## src/rtl/tetris_pkg.sv

```systemverilog
// tetris_pkg: shared drop-sequencer state type and playfield geometry.
package tetris_pkg;
  localparam int ROW_W = 5;
  localparam int BOARD_ROWS = 20;
  localparam int SPAWN_ROW = 0;
  typedef enum logic [2:0] {SPAWN_CHK, IDLE, CHECK, LOCK, CLEAR, OVER} drop_state_t;
endpackage

```

## src/rtl/piece_drop_ctrl.sv

```systemverilog
// piece_drop_ctrl: gravity/drop sequencer (fit check, move or lock, line clear, spawn).
// Optional DROP_TICK_PENDING_EN remembers one drop event arriving while busy.
module piece_drop_ctrl #(
  parameter int ROW_W = tetris_pkg::ROW_W,
  parameter int BOARD_ROWS = tetris_pkg::BOARD_ROWS,
  parameter int SPAWN_ROW = tetris_pkg::SPAWN_ROW
) (
  input  logic             clk,
  input  logic             rst,
  input  logic             game_clk,
  input  logic             pause,
  input  logic             soft_drop,
  output logic             chk_req,
  output logic [ROW_W-1:0] chk_row,
  input  logic             chk_ack,
  input  logic             chk_ok,
  output logic [ROW_W-1:0] piece_row,
  output logic             lock,
  output logic             clear_req,
  input  logic             clear_done,
  output logic             spawn,
  output logic             game_over
);
  import tetris_pkg::*;
  localparam logic [ROW_W-1:0] FLOOR = ROW_W'(BOARD_ROWS - 1);
  localparam logic [ROW_W-1:0] SPAWN = ROW_W'(SPAWN_ROW);
  drop_state_t state;
  logic ev, go, acked;
  assign ev = (game_clk | soft_drop) & !pause;
  assign acked = chk_req & chk_ack;
`ifdef DROP_TICK_PENDING_EN
  logic pending;
  assign go = ev | pending;
  always_ff @(posedge clk)
    if (rst || state == OVER || (state == IDLE && go)) pending <= 1'b0;
    else if (ev && state != IDLE) pending <= 1'b1;
`else
  assign go = ev;
`endif
  always_ff @(posedge clk) begin
    if (rst) begin
      state <= SPAWN_CHK;
      chk_req <= 1'b0;
      chk_row <= '0;
      piece_row <= SPAWN;
      lock <= 1'b0;
      clear_req <= 1'b0;
      spawn <= 1'b0;
      game_over <= 1'b0;
    end else begin
      lock <= 1'b0;
      spawn <= 1'b0;
      case (state)
        SPAWN_CHK:
          if (acked) begin
            chk_req <= 1'b0;
            if (chk_ok) begin
              spawn <= 1'b1;
              piece_row <= SPAWN;
              state <= IDLE;
            end else begin
              game_over <= 1'b1;
              state <= OVER;
            end
          end else begin
            chk_req <= 1'b1;
            chk_row <= SPAWN;
          end
        IDLE:
          if (go) begin
            if (piece_row < FLOOR) begin
              chk_req <= 1'b1;
              chk_row <= piece_row + 1'b1;
              state <= CHECK;
            end else begin
              lock <= 1'b1;
              state <= LOCK;
            end
          end
        CHECK:
          if (acked) begin
            chk_req <= 1'b0;
            if (chk_ok) begin
              piece_row <= chk_row;
              state <= IDLE;
            end else begin
              lock <= 1'b1;
              state <= LOCK;
            end
          end
        LOCK: begin
          clear_req <= 1'b1;
          state <= CLEAR;
        end
        CLEAR:
          if (clear_req && clear_done) begin
            clear_req <= 1'b0;
            state <= SPAWN_CHK;
          end
        default: ;
      endcase
    end
  end
endmodule

```

## config.mk

```make
export PLATFORM = sky130hd
export DESIGN_NAME = piece_drop_ctrl
export DESIGN_NICKNAME = d
export VERILOG_FILES = /design/src/rtl/tetris_pkg.sv /design/src/rtl/piece_drop_ctrl.sv
export SDC_FILE = /design/constraint.sdc
export NUM_CORES = 1
export LEC_CHECK = 0
export CAP_MARGIN = 20
export CORE_ASPECT_RATIO = 0.75
export CORE_MARGIN = 10
export CORE_UTILIZATION = 45
export CTS_CLUSTER_SIZE = 28
export DETAILED_ROUTE_END_ITERATION = 12
export GPL_TIMING_DRIVEN = 0
export PLACE_DENSITY = 0.75
export SLEW_MARGIN = 25
export SYNTH_ARGS = -nofsm -noshare
export SYNTH_HDL_FRONTEND = slang
export SYNTH_SLANG_ARGS = --single-unit
```

## constraint.sdc

```tcl
create_clock -name clk -period 2.2 [get_ports clk]
set_clock_uncertainty 0.15 [all_clocks]
set_input_delay 0.44 -clock clk [delete_from_list [all_inputs] [get_ports clk]]
set_output_delay 0.44 -clock clk [all_outputs]
set_load 0.05 [all_outputs]
```

==> out/metrics.cfg <==
[cts]
cts.path.max_buffers=2
hold_buffers=0
cts_setup_buffers=0
root_buffer=clkbuf_4
cts.sinks=18
h-tree-depth=1
clk_latency_ps=290
cts_buffers=3
cts_resized=1
cts_tree=yes
clk_pin_slew_ps=90

[finish]
final_cells=143
post-route-util_pct=64.57
diodes=0
final_nets=131
fillers=145
area_delta_synth_final_pct=32.80
drive_gt1_share_pct=14.05

[die]
core-area_um2=1773
pin_count=23
die_area_um2=4085
num_rows=13
die_x_um=70.54
die_h_um=57.91
start_util_pct=48.62

[synthesis]
syn_area_per_cell_um2=8.980
yosys.area.top_type=dfxtp_1
synth_commonest_cells=dfxtp_1, a21oi_1, inv_1
syn_area_um2=862.1
yosysSeqAreaShare_pct=41.80
synth_edf_count=0
synth.area.top_cells=dfxtp_1, a21oi_1, o32ai_1
syn_nets=105
synthDistinctLibCells=34
synthFlopType=dfxtp_1
synth-warning-count=0
synth.most_common_cell=dfxtp_1
synth.top_cell.area_share_pct=41.80
ys_ff_latch=18
synthCells=96
async_flop_share_pct=0

[timing]
slew_violations=0
setup-tns-final_ps=0
setup_violations=0
hold_viol=0
worst_slew_pin_slew_ps=528.5
post-route-period-util_pct=95.57
rsz0062_at_grt=no
hold-worst-slack_ps=332.7
fin_crit_ps=2102
slew_headroom_pct=64.71
fmax_mhz=475.6

[critical_path]
arrival_ps=1510
crit_path_start_kind=flop
slowest_stage=clkdlybuf4s50_1
criticalPathCategory=reg2out
crit_fanout=5
slowest_delay_ps=830
crit_start=piece_row[1]$_SDFFE_PP0P_
required_ps=1610
path_buf_inv=1
path_delay_family=buffers and inverters
r2r_start=piece_row[0]$_SDFFE_PP0P_
end_kind=primary output
crit_chain=clkdlybuf4s50_1

[global_route]
grtUsageMet3_pct=5.442
grt_max_degree=11
grt_overflow_total=0
track_usage_pct=10.68
grtUsageMet1_pct=12.66
grt-busiest-layer=met2
grt_pass1_vias=751
met2_usage_pct=17.26
antenna_found_initial=0
grt_pass1_wl_mm=3.636

[detailed_routing]
wirelength_mm=2.106
drtAntennaViolNets=0
first_iter_violations=54
route.vias.total=791
drt-pass1-iter-count=4
via_per_inst=5.531
wl_per_cell_um=14.73
drc=0

[placed_design]
io_buffers=21
dp_cells=139
gp_congestion=0.8093
place_hpwl_mm=1.632

[pwr]
p_leak_uw=0.0004707
power_density_nw_per_um2=607.8
ir_drop_v=0.0005704

[status]
status=finished, final reports clean

[worst_hold_path]
min_from=game_over$_SDFFE_PP0P_
min_path_type=reg2reg

[job]
maxCapViolCount=0

## stage by stage
| stage | total power [uW] | area (um2) | setup slack, ps |
|---|---|---|---|
| 6_report | 695.8 | 1145 | 97.55 |
| 5_1_grt | 734.4 | 1145 | 26.47 |
| 4_1_cts | 707.2 | 1135 | 3.460 |
| 3_5_place_dp | 506.1 | 1100 | 224.0 |
| 3_3_place_gp | 504.5 | 1100 | 222.0 |
| 2_1_floorplan | 460.5 | 862.1 | 467.8 |
## cell families after synthesis
logic type	share of synthesized area, %
XOR/XNOR	3.048
buffers and inverters	7.256
AO/OA/AOI/OAI	26.13
AND/OR/NAND/NOR	20.32
flip-flops	41.80
adder cells (fa/ha/maj)	1.451
## final cells by class
cell class	count	area (um2)	share of cell area (%)
inverter	9	33.78	2.951
buffer	5	28.78	2.514
multi-input combinational	64	439.2	38.36
tap	22	27.53	2.404
timing repair buffer	21	219.0	19.13
sequential	18	360.3	31.48
clock buffer	4	36.28	3.169
## worst min-delay path, delay by kind of cell (launching register included)
kind / cells / cell delay, ps
simple gates: 1 / 70
flops: 1 / 340
compound gates: 1 / 40
## placed cells by master (no fill, tap or decap), types with 2 or more instances in the layout
master,instances
dfxtp_1,18
a211oi_2,2
buf_2,2
o32ai_1,5
inv_1,9
xnor2_1,2
o21ai_0,2
a21oi_1,12
clkdlybuf4s50_1,16
nor2_1,5
dlymetal6s2s_1,4
nor3_1,3
nand2_1,7
clkbuf_4,3
nand3_1,7
## final timing paths
kind	to	slack, ps	depth (start not counted)
setup / recovery	piece_row[1]	100	1
hold / removal	game_over$_SDFFE_PP0P_	330	2
setup reg to reg	chk_row[1]$_SDFFE_PP0P_	640	4
hold reg to reg	game_over$_SDFFE_PP0P_	330	2
## sequential cells by signal, summed over array words and instances (netlist names)
name / cells
chk_row: 5
piece_row: 5
state: 3
chk_req: 1
clear_req: 1
game_over: 1
lock: 1
spawn: 1
## metal layers
metal	part of all wire (%)	vias to the layer above
li1	-	401
met5	0	-
met4	1.5	0
met3	8.0	4
met1	47	364
met2	44	22
## power by group
group | switching, uW | internal (uW) | total, uW | leakage, uW
Sequential | 10.1 | 338 | 348 | 0.000146
Clock | 95.3 | 101 | 196 | 0.0000210
Combinational | 92.5 | 59.6 | 152 | 0.000304
Total | 198 | 498 | 696 | 0.000471
No activity file was read; power rests on OpenSTA's default activity.
